`src/rtl/input_router_vc.sv`:
```
// Registered input-port router with per-VC route table and dimension-ordered routing.
// Head flits compute a one-hot port; body/tail flits reuse the route stored for their VC.
module input_router_vc #(
   parameter int unsigned NUM_VC      = 3,
   parameter int unsigned X_WIDTH     = 2,
   parameter int unsigned Y_WIDTH     = 2,
   parameter int unsigned FLIT_WIDTH  = 34,
   parameter int unsigned ROUTING_ALG = 0,
   parameter int unsigned ERR_CNT_W   = 8,
   localparam int unsigned VC_W       = (NUM_VC > 1) ? $clog2(NUM_VC) : 1
) (
   input  logic                  clk,
   input  logic                  arst,
   input  logic [X_WIDTH-1:0]    router_x_i,
   input  logic [Y_WIDTH-1:0]    router_y_i,
   input  logic                  flit_valid_i,
   output logic                  flit_ready_o,
   input  logic [FLIT_WIDTH-1:0] flit_i,
   input  logic [VC_W-1:0]       vc_id_i,
   output logic                  out_valid_o,
   input  logic                  out_ready_i,
   output logic [FLIT_WIDTH-1:0] out_flit_o,
   output logic [VC_W-1:0]       out_vc_o,
   output logic [4:0]            out_port_o,
   output logic                  err_o,
   output logic [ERR_CNT_W-1:0]  err_cnt_o
);

   typedef enum logic [1:0] {
      FtHead     = 2'b00,
      FtBody     = 2'b01,
      FtTail     = 2'b10,
      FtHeadTail = 2'b11
   } flit_type_e;

   localparam logic [4:0] PortN = 5'b00001;
   localparam logic [4:0] PortS = 5'b00010;
   localparam logic [4:0] PortW = 5'b00100;
   localparam logic [4:0] PortE = 5'b01000;
   localparam logic [4:0] PortL = 5'b10000;

   function automatic logic [4:0] calc_route(input logic [X_WIDTH-1:0] dx,
                                             input logic [Y_WIDTH-1:0] dy,
                                             input logic [X_WIDTH-1:0] rx,
                                             input logic [Y_WIDTH-1:0] ry);
      logic [4:0] x_port;
      logic [4:0] y_port;
      x_port = (dx > rx) ? PortE : (dx < rx) ? PortW : 5'b0;
      y_port = (dy > ry) ? PortS : (dy < ry) ? PortN : 5'b0;
      if (ROUTING_ALG == 0) begin
         calc_route = (x_port != 5'b0) ? x_port : (y_port != 5'b0) ? y_port : PortL;
      end else begin
         calc_route = (y_port != 5'b0) ? y_port : (x_port != 5'b0) ? x_port : PortL;
      end
   endfunction

   logic                  out_valid_q;
   logic [FLIT_WIDTH-1:0] out_flit_q;
   logic [VC_W-1:0]       out_vc_q;
   logic [4:0]            out_port_q;
   logic                  err_q;
   logic [ERR_CNT_W-1:0]  err_cnt_q;
   logic [NUM_VC-1:0]     vc_active_q;
   logic [4:0]            route_q [NUM_VC];

   flit_type_e            ftype;
   logic [X_WIDTH-1:0]    dest_x;
   logic [Y_WIDTH-1:0]    dest_y;
   logic                  accept;
   logic                  is_head;
   logic                  vc_ok;
   logic [VC_W-1:0]       vc_idx;
   logic                  cur_active;
   logic [4:0]            cur_route;
   logic [4:0]            new_route;
   logic [4:0]            fwd_route;
   logic                  fwd;
   logic                  err_ev;
   logic                  next_active;

   assign flit_ready_o = arst && (!out_valid_q || out_ready_i);
   assign out_valid_o  = out_valid_q;
   assign out_flit_o   = out_flit_q;
   assign out_vc_o     = out_vc_q;
   assign out_port_o   = out_port_q;
   assign err_o        = err_q;
   assign err_cnt_o    = err_cnt_q;

   always_comb begin
      ftype      = flit_type_e'(flit_i[FLIT_WIDTH-1 -: 2]);
      dest_x     = flit_i[FLIT_WIDTH-3 -: X_WIDTH];
      dest_y     = flit_i[FLIT_WIDTH-3-X_WIDTH -: Y_WIDTH];
      accept     = flit_valid_i && flit_ready_o;
      is_head    = (ftype == FtHead) || (ftype == FtHeadTail);
      vc_ok      = 32'(vc_id_i) < NUM_VC;
      // Clamp so out-of-range VC ids never address the tables.
      vc_idx     = vc_ok ? vc_id_i : '0;
      cur_active = vc_active_q[vc_idx];
      cur_route  = route_q[vc_idx];
      new_route  = calc_route(dest_x, dest_y, router_x_i, router_y_i);
      fwd_route  = is_head ? new_route : cur_route;
      fwd        = accept && vc_ok && (is_head || cur_active);
      err_ev     = accept && (!vc_ok || ((ftype == FtHead) && cur_active) ||
                              (!is_head && !cur_active));
      next_active = cur_active;
      unique case (ftype)
         FtHead:     next_active = 1'b1;
         FtHeadTail: next_active = 1'b0;
         FtTail:     next_active = 1'b0;
         FtBody:     next_active = cur_active;
         default:    next_active = cur_active;
      endcase
   end

   always_ff @(posedge clk) begin
      if (!arst) begin
         out_valid_q <= 1'b0;
         out_flit_q  <= '0;
         out_vc_q    <= '0;
         out_port_q  <= '0;
         err_q       <= 1'b0;
         err_cnt_q   <= '0;
         vc_active_q <= '0;
         for (int i = 0; i < int'(NUM_VC); i++) begin
            route_q[i] <= '0;
         end
      end else begin
         if (out_ready_i) begin
            out_valid_q <= 1'b0;
         end
         if (fwd) begin
            out_valid_q <= 1'b1;
            out_flit_q  <= flit_i;
            out_vc_q    <= vc_id_i;
            out_port_q  <= fwd_route;
         end
         err_q <= err_ev;
         if (err_ev && !(&err_cnt_q)) begin
            err_cnt_q <= err_cnt_q + ERR_CNT_W'(1);
         end
         if (accept && vc_ok) begin
            vc_active_q[vc_idx] <= next_active;
            if (is_head) begin
               route_q[vc_idx] <= new_route;
            end
         end
      end
   end

endmodule
```
`config.mk`:
```
export PLATFORM = sky130hd
export DESIGN_NAME = input_router_vc
export DESIGN_NICKNAME = d
export VERILOG_FILES = /design/src/rtl/input_router_vc.sv
export SDC_FILE = /design/constraint.sdc
export NUM_CORES = 1
export LEC_CHECK = 0
export CAP_MARGIN = 20
export CELL_PAD_IN_SITES_DETAIL_PLACEMENT = 2
export CELL_PAD_IN_SITES_GLOBAL_PLACEMENT = 2
export CORE_ASPECT_RATIO = 0.7
export CORE_MARGIN = 4
export CORE_UTILIZATION = 25
export DETAILED_ROUTE_END_ITERATION = 6
export GPL_ROUTABILITY_DRIVEN = 0
export GPL_TIMING_DRIVEN = 0
export PLACE_DENSITY = 0.79
export SYNTH_ARGS = -nofsm -noshare
export SYNTH_HDL_FRONTEND = slang
export SYNTH_SLANG_ARGS = --single-unit
```
`constraint.sdc`:
```
create_clock -name clk -period 2.4 [get_ports clk]
set_clock_uncertainty 0.05 [all_clocks]
set_input_delay 0.48 -clock clk [delete_from_list [all_inputs] [get_ports clk]]
set_output_delay 0.48 -clock clk [all_outputs]
set_load 0.02 [all_outputs]
```
==> out/results.tsv, run 1 <==
stage	metric	value	unit
pwr	peakVddDrop	0.350	mV
global_route	grt_pass1_vias	3292	
route	vias_per_cell	4.68	
route	drt_iter0_drc	85	
floorplan	die_h	102	um
floorplan	pin_count	96	
timing	hold_violations	0	
setup_path	critPathRequiredTime	2.36	ns
setup_path	crit_path_start_kind	input pin	
hold_path	hold_class	reg -> reg	
global_route	antenna_found_initial	0	
synth	netlist_top_cells_area	dfxtp_1 (34%), edfxtp_1 (19%), nand2_1 (11%), a21oi_1 (6.9%), ha_1 (4.3%)	
global_route	grt_start_max_net_pins	12	
clock_tree	cts_made_buffers	9	
synth	syn_area	3190	um^2
synth	ys.warnings.count	0	
timing	min_period	2.30	ns
clock_tree	cts.clk_slew.worst_paths	0.06	ns
clock_tree	cts_max_level	3	
synth	yosysTopAreaCellShare	33.9	%
synth	async_reset_ff_share	0	%
synth	ys_ff_latch	74	
floorplan	rows	34	
timing	fin_crit_sh	96.0	%
clock_tree	ctsLongestPathBuffers	2	
placed_design	placed_area	4340	um^2
timing	slew_violations	0	
synth	synth_ff_type	dfxtp_1	
pwr	power_leakage	1.81	nW
layout	final_cell_area	4770	um^2
route	wl_per_cell	17.4	um
floorplan	die-area	14600	um^2
placed_design	portBuffers	95	
clock_tree	cts.sinks	74	
synth	yosysMostFrequentCell	nand2_1	
route	vias	2928	
synth	yosysTopAreaCell	dfxtp_1	
floorplan	coreArea	12500	um^2
synth	synth_commonest_cells	nand2_1 (93), dfxtp_1 (54), a21oi_1 (44)	
synth	synth_nets	400	
outcome	status	completed	
global_route	grt_usage	15.2	%
placed_design	dp.final_hpwl	8.13	mm
layout	drive_gt1_share	11.6	%
floorplan	die_x	143	um
route	routed_wirelength	10.9	mm
setup_path	arrival	2.26	ns
layout	fin_nets	514	
synth	avgSynthCellArea	9.24	um^2
layout	n_antenna_cell	0	
global_route	overflow	0	
clock_tree	postCtsHoldBufs	0	
route	ant_nets	0	
synth	ys_seq_area_share	52.8	%
timing	worst_slew_pin_slew	0.590	ns
timing	setup_viol_count_final	0	
clock_tree	root_buffer	clkbuf_16	
layout	area_growth	49.7	%
job	maxCapViolations	0	
timing	rsz0062_at_grt	true	
clock_tree	cts_tree	done	
clock_tree	clkLatencyLatePin	0.34	ns
synth	netlist-cell-type-count	36	
route	dr.pass1.iters	4	
synth	synth_edf_count	20	
timing	relSlewSlack	60.7	%
timing	holdWs	0.406	ns
synth	synth_cells	345	
route	drc	0	
setup_path	critical_path_class	in -> reg	
setup_path	path_max_fanout	5	
layout	fill_cells	1375	
pwr	power_density	656	nW/um^2
floorplan	initial_core_util	25.6	%
timing	max_freq	434	MHz
global_route	grt_pass1_wl	17.1	mm
setup_path	worstSetupEndpointType	register	
==> cells by family (layout without fill, tap and decap cells) <==
family	Yosys count	in the layout	synth area share (%)
adder cells (fa/ha/maj)	11	11	4.32
AO/OA/AOI/OAI	62	62	11.8
buffers and inverters	38	157	4.71
multiplexers	14	14	6.40
flip-flops	74	74	52.8
AND/OR/NAND/NOR	146	146	20.0
==> placed cells by master (no fill, tap or decap), drive strengths merged, types with 5 or more instances in the layout <==
master         synthesis  routed
a21oi                 44      44
and3                   5       5
buf                    7      16
clkbuf                10      21
clkdlybuf4s50          0      91
dfxtp                 54      54
edfxtp                20      20
ha                    11      11
inv                   21      20
mux2i                  8       8
mux4                   5       5
nand2                 93      93
nand2b                 6       6
nand3                  6       6
nor2                  17      17
nor3                   5       5
==> state kept, by name, indices dropped and copies added, names as in the netlist <==
register	count
err_o	1
out_valid_o	1
out_flit_o	34
vc_active_q	3
err_cnt_o	8
out_port_o	5
out_vc_o	2
route_q	20
==> worst max-delay path, stage by stage <==
cell and delay, ns:
clkdlybuf4s50_1 0.55, nand2_1 0.21, nor4_4 0.44, nand2_1 0.25
nor2_2 0.33
==> worst paths after layout <==
kind	startpoint	endpoint	slack [ns]	cells past startpoint
worst max-delay path	arst	route_q[3][1]	0.1	5
worst min-delay path	out_flit_o[7]	out_flit_o[7]	0.41	2
worst max register to register	out_valid_o	route_q[3][1]	0.55	4
worst min register to register	out_flit_o[7]	out_flit_o[7]	0.41	2
==> metrics by stage <==
stage / utilization [%] / instances / setup WS [ns] / TNS (ns) / total power [W]
after floorplan: - / 345 / 0.0453 / 0 / 0.00158
after global placement: 34.8 / 602 / -1.34 / -61.54 / 0.00178
after detailed placement: 34.8 / 602 / -1.48 / -72.16 / 0.00180
after CTS: 38.1 / 625 / 0.0218 / 0 / 0.00317
after global routing: 38.3 / 626 / -0.0413 / -0.219 / 0.00326
final: 38.3 / 626 / 0.0958 / 0 / 0.00313
==> cell type report <==
cell class	count	area, um^2	area share, %
Clock buffer	12	246	5.17
Clock inverter	4	41.3	0.865
Timing Repair Buffer	104	1020	21.3
Multi-Input combinational cell	233	1430	29.9
Buffer	16	73.8	1.55
Inverter	21	82.6	1.73
Sequential cell	74	1680	35.2
Tap cell	162	203	4.25
==> metal layers <==
metal	routed length, um	global-route usage (%)
met1	4840	18.7
met5	0	0
met2	5260	26.2
met3	659	4.58
met4	120	4.16
==> power breakdown <==
part | leakage (nW) | internal (W) | switching (W) | total, W
logic | 1.04 | 0.000209 | 0.000231 | 0.000440
clock network | 0.139 | 0.000824 | 0.000510 | 0.00133
registers | 0.628 | 0.00133 | 0.0000262 | 0.00136
==> what timing repair did <==
item / CTS / global route
resized for setup: 24 / 2
cloned: 0 / 0
setup buffers: 8 / 1
pin swaps: 3 / 1
endpoints found under the setup margin: 89 / 61
(Power assumes the default switching activity.)
==> run 2, diff against run 1 <==
CORE_UTILIZATION = 30   (was 25)
HOLD_SLACK_MARGIN = 0.05   (was unset)
PLACE_DENSITY = 0.88   (was 0.79)
clock period = 3 ns   (was 2.4 ns; I/O delays follow)
==> run 2 against run 1 <==
Compared with the run above: final cell count fell by 5.8%; wire length rose by 3.8%; final area fell by 2.1%; register-to-register slack improved by 0.45 ns; global-route usage rose by 4.0 points; power fell by 17%; sequential power fell by 20%; largest cell class unchanged.
==> out/results.tsv, run 2 (same netlist as run 1, synthesis figures left out) <==
stage	metric	value	unit
outcome	status	completed	
layout	area_growth	46.6	%
floorplan	initial_core_util	30.8	%
global_route	grt_pass1_wl	18.3	mm
setup_path	r2r_cells	7	
placed_design	placed_area	4300	um^2
clock_tree	cts.sinks	74	
timing	hold_violations	0	
clock_tree	cts_tree	done	
setup_path	crit_end	out_port_o[3]	
hold_path	hold_class	reg -> reg	
setup_path	slowest_delay	0.57	ns
setup_path	worstSetupEndpointType	register	
timing	min_period	2.82	ns
pwr	power_leakage	1.78	nW
placed_design	dp.final_hpwl	8.19	mm
global_route	antenna_found_initial	0	
floorplan	die_h	94.2	um
layout	seq_area	1680	um^2
setup_path	cp_num_cells	9	
route	vias_per_cell	4.97	
layout	final_cell_area	4670	um^2
clock_tree	cts.clk_slew.worst_paths	0.06	ns
route	wl_met3	743	um
route	wl_met2	5.55	mm
route	drc	0	
setup_path	critPathSlowestCell	clkdlybuf4s50_1	
layout	layout_commonest_cell	clkdlybuf4s50_1	
timing	final.setup.tns	0	ns
clock_tree	ctsLongestPathBuffers	2	
timing	fin_crit_sh	94.0	%
route	wl_met1	4.82	mm
clock_tree	root_buffer	clkbuf_16	
setup_path	path_cells	clkdlybuf4s50_1, ha_1, mux2i_2, o221ai_2, and2_0, buf_2, buf_2, a21oi_1, a21oi_1	
layout	n_antenna_cell	0	
placed_design	portBuffers	95	
route	wl_per_cell	19.1	um
layout	multi_input_area	1380	um^2
timing	worst_slew_pin_slew	0.564	ns
route	dr.pass1.iters	4	
clock_tree	postCtsHoldBufs	0	
layout	final_cell_mix	clkdlybuf4s50_1 (95), nand2_1 (93), dfxtp_1 (54)	
global_route	grt_usage	19.2	%
layout	fin_nets	508	
floorplan	die-area	12400	um^2
global_route	overflow	0	
timing	setup_viol_count_final	0	
setup_path	path_max_fanout	10	
setup_path	critPathRequiredTime	3.14	ns
clock_tree	cts_made_buffers	9	
hold_path	min_path_cells	2	
route	routed_wirelength	11.3	mm
setup_path	startpoint	vc_id_i[0]	
timing	slew_violations	0	
route	ant_nets	0	
job	maxCapViolations	0	
route	drt_iter0_drc	140	
layout	drive_gt1_share	9.17	%
pwr	power_density	556	nW/um^2
timing	max_freq	355	MHz
timing	rsz0062_at_grt	false	
placed_design	place_inst	572	
clock_tree	cts_max_level	3	
setup_path	critical_path_class	in -> reg	
setup_path	crit_buf_inv	3	
floorplan	coreArea	10400	um^2
setup_path	arrival	2.96	ns
setup_path	path_delay_family	buffers and inverters	
setup_path	reg2reg_from	out_valid_o	
route	vias	2931	
global_route	grt_start_max_net_pins	14	
setup_path	crit_path_start_kind	input pin	
floorplan	die_x	131	um
floorplan	pin_count	96	
pwr	peakVddDrop	0.264	mV
timing	relSlewSlack	62.4	%
floorplan	rows	31	
global_route	grt_pass1_vias	3356	
setup_path	reg2reg_slack	1.00	ns
layout	fill_cells	1116	
route	highest_layer	met4	
setup_path	r2r-end	out_port_o[3]	
layout	fin_cells	590	
timing	holdWs	0.409	ns
clock_tree	clkLatencyLatePin	0.34	ns
layout	largest_reg_flops	34	
-- run 2: worst min-delay path by stage --
stage                      to            from  slack, ns
2_1_floorplan  vc_active_q[0]  vc_active_q[0]       0.48
3_3_place_gp   out_flit_o[21]  out_flit_o[21]       0.39
3_5_place_dp   out_flit_o[12]  out_flit_o[12]       0.40
4_1_cts        out_flit_o[12]  out_flit_o[12]       0.41
5_1_grt        out_flit_o[12]  out_flit_o[12]       0.43
6_report       out_flit_o[12]  out_flit_o[12]       0.41
-- run 2: power by group --
part	leakage, nW	switching, W	total, W	internal, W
logic	1.00	0.000189	0.000349	0.000160
clock network	0.149	0.000434	0.00116	0.000726
registers	0.628	0.0000212	0.00109	0.00106
total	1.78	0.000645	0.00260	0.00195
-- run 2: metrics by stage --
stage / setup WS [ns] / util, % / power [W]
floorplan: 0.525 / - / 0.00127
global placement: -0.750 / 41.5 / 0.00143
detailed placement: -0.832 / 41.5 / 0.00144
CTS: 0.0193 / 44.9 / 0.00262
global route: 0.0376 / 45.1 / 0.00271
finish: 0.181 / 45.1 / 0.00260
-- run 2: cell type report --
cell class	count	area share, %
Inverter	21	1.69
Multi-Input combinational cell	233	29.6
Clock buffer	9	4.82
Sequential cell	74	36.0
Timing Repair Buffer	98	20.8
Clock inverter	7	1.98
Buffer	16	1.55
Tap cell	132	3.54
-- run 2: worst reg2reg max path, delay by kind of cell (launching register included) --
family                 cells  cell delay (ns)
flip-flops                 1             0.30
buffers and inverters      2             0.46
AND/OR/NAND/NOR            3             0.86
AO/OA/AOI/OAI              2             0.26
-- run 2: timing repair --
action,in CTS,in global routing
setup endpoints to repair,27,38
pin swaps,2,0
buffers inserted,3,0
gates resized for setup,3,8
-- run 2: metal layers --
metal / vias up / global-route usage [%]
met3: 16 / 6.96
met4: 0 / 6.38
li1: 1389 / -
met5: - / 0
met2: 94 / 33.6
met1: 1432 / 22.0
==> run 3, diff against run 2 <==
CORE_MARGIN = 2   (was 4)
==> run 3 against run 2 <==
Compared with the run above: die area decreased by 7.2%; sequential power is essentially flat; sequential share of layout area decreased by 0.28 points; power up 4.4%; critical path depth fell by 1; worst hold slack lost 0.0041 ns; maximum frequency grew 1.5%; wire length shrank 5.2%; final cell count rose by 0.34%; largest cell class unchanged.
==> out/results.tsv, run 3 (same netlist as run 1, synthesis figures left out) <==
stage	metric	value	unit
outcome	status	completed	
clock_tree	root_buffer	clkbuf_16	
pwr	clockPowerShare	47.4	%
setup_path	crit_buf_inv	2	
floorplan	coreArea	10400	um^2
pwr	p_sw	0.000627	W
pwr	peakVddDrop	0.300	mV
clock_tree	postCtsHoldBufs	0	
global_route	overflow	0	
floorplan	pin_count	96	
layout	final_cell_mix	clkdlybuf4s50_1 (94), nand2_1 (93), dfxtp_1 (54)	
global_route	antenna_found_initial	0	
layout	multi_input_area	1360	um^2
global_route	grt_usage	19.6	%
setup_path	crit_path_start_kind	input pin	
timing	worst_slew_pin_slew	0.752	ns
pwr	swShare	23.1	%
route	drt_iter0_drc	75	
setup_path	path_cells	clkdlybuf4s50_1, ha_1, mux2i_1, o221ai_1, a311oi_4, buf_4, nor3b_1, mux2i_1	
setup_path	r2r-end	out_flit_o[1]	
setup_path	critical_path_class	in -> reg	
hold_path	min_from	out_flit_o[16]	
setup_path	worstSetupEndpointType	register	
timing	fin_crit_sh	92.6	%
hold_path	min_path_cells	2	
setup_path	reg2reg_from	out_valid_o	
timing	slew_violations	0	
timing	min_period	2.78	ns
floorplan	die_x	127	um
floorplan	die_h	90.2	um
timing	hold_violations	0	
layout	n_antenna_cell	0	
hold_path	hold_class	reg -> reg	
setup_path	critPathRequiredTime	3.22	ns
setup_path	reg2reg_slack	0.79	ns
placed_design	portBuffers	95	
clock_tree	cts_made_buffers	9	
layout	fill_cells	1081	
layout	area_growth	47.7	%
clock_tree	ctsLongestPathBuffers	2	
layout	seq_area	1680	um^2
setup_path	slowest_delay	0.57	ns
placed_design	dp.final_hpwl	8.17	mm
layout	largest_reg_flops	34	
route	ant_nets	0	
timing	relSlewSlack	49.5	%
setup_path	r2r_cells	7	
route	dr.pass1.iters	4	
placed_design	place_inst	572	
route	vias_per_cell	4.91	
pwr	power_density	576	nW/um^2
route	vias	2904	
hold_path	hold_path_end	out_flit_o[16]	
clock_tree	cts_max_level	3	
route	drc	0	
route	routed_wirelength	10.7	mm
floorplan	die-area	11500	um^2
setup_path	path_delay_family	buffers and inverters	
layout	layout_commonest_cell	clkdlybuf4s50_1	
global_route	grt_pass1_wl	17.2	mm
job	maxCapViolations	0	
pwr	p_comb_share	12.5	%
setup_path	critPathSlowestCell	clkdlybuf4s50_1	
placed_design	placed_area	4300	um^2
layout	drive_gt1_share	8.70	%
timing	rsz0062_at_grt	false	
pwr	power_leakage	1.81	nW
setup_path	arrival	3.00	ns
floorplan	initial_core_util	30.8	%
floorplan	rows	31	
layout	final_cell_area	4710	um^2
layout	fin_cells	592	
setup_path	crit_path_frequent_cell	mux2i_1	
global_route	grt_start_max_net_pins	13	
timing	final.setup.tns	0	ns
route	wl_per_cell	18.1	um
pwr	pwr-share-seq	40.1	%
timing	setup_viol_count_final	0	
timing	max_freq	360	MHz
global_route	grt_pass1_vias	3190	
clock_tree	cts.clk_slew.worst_paths	0.06	ns
layout	fin_nets	510	
clock_tree	cts.sinks	74	
clock_tree	cts_tree	done	
pwr	internal_power	0.00208	W
clock_tree	clkLatencyLatePin	0.34	ns
setup_path	path_max_fanout	8	
## run 3: timing repair
action,4_1_cts,5_1_grt
pin swaps,1,1
endpoints found under the setup margin,21,22
gates resized for setup,2,8
setup buffers,2,2
## run 3: worst min-delay path: cells and delay by family, from the launching register on
family          cells  cell delay (ns)
compound gates      1             0.05
flops               1             0.30
simple gates        1             0.05
## run 3: metal layers
metal | share of wire, % | global-route usage (%) | vias to the layer above
met5 | 0 | 0 | -
met4 | 2.0 | 6.87 | 0
met3 | 6.8 | 6.96 | 14
met2 | 47 | 32.4 | 82
met1 | 44 | 23.6 | 1414
li1 | - | - | 1394
## run 3: final cells by class
class / instances / share of cell area, %
sequential: 74 / 35.7
multi-input combinational: 233 / 29.0
timing repair buffer: 99 / 20.8
clock buffer: 13 / 6.30
tap: 132 / 3.51
inverter: 21 / 1.67
buffer: 17 / 1.62
clock inverter: 3 / 1.38
## run 3: worst max-delay path by stage
stage / cells after the start / slack, ns / endpoint / start
global placement: 6 / -0.76 / route_q[3][3] / flit_i[32]
global route: 8 / 0.005 / out_flit_o[1] / vc_id_i[0]
CTS: 7 / 0.09 / err_cnt_o[7] / flit_i[32]
finish: 8 / 0.22 / err_cnt_o[7] / vc_id_i[0]
detailed placement: 6 / -0.86 / route_q[3][2] / flit_i[32]
floorplan: 5 / 0.53 / route_q[3][0] / flit_i[32]
## run 3: metrics by stage
stage	worst slack, ns	utilization [%]	power [W]	hold WS, ns
after floorplan	0.525	-	0.00127	0.483
after global placement	-0.757	41.5	0.00143	0.392
after detailed placement	-0.860	41.5	0.00144	0.403
after CTS	0.0864	45.3	0.00274	0.411
after global routing	0.00493	45.5	0.00282	0.427
final	0.223	45.5	0.00271	0.405
## run 3: power groups by stage
stage / Combinational, W / Clock (W) / Sequential (W)
3_5_place_dp: 0.000334 / 0 / 0.00111
2_1_floorplan: 0.000132 / 0 / 0.00113
5_1_grt: 0.000372 / 0.00136 / 0.00109
4_1_cts: 0.000341 / 0.00131 / 0.00109
6_report: 0.000339 / 0.00128 / 0.00109
3_3_place_gp: 0.000321 / 0 / 0.00110
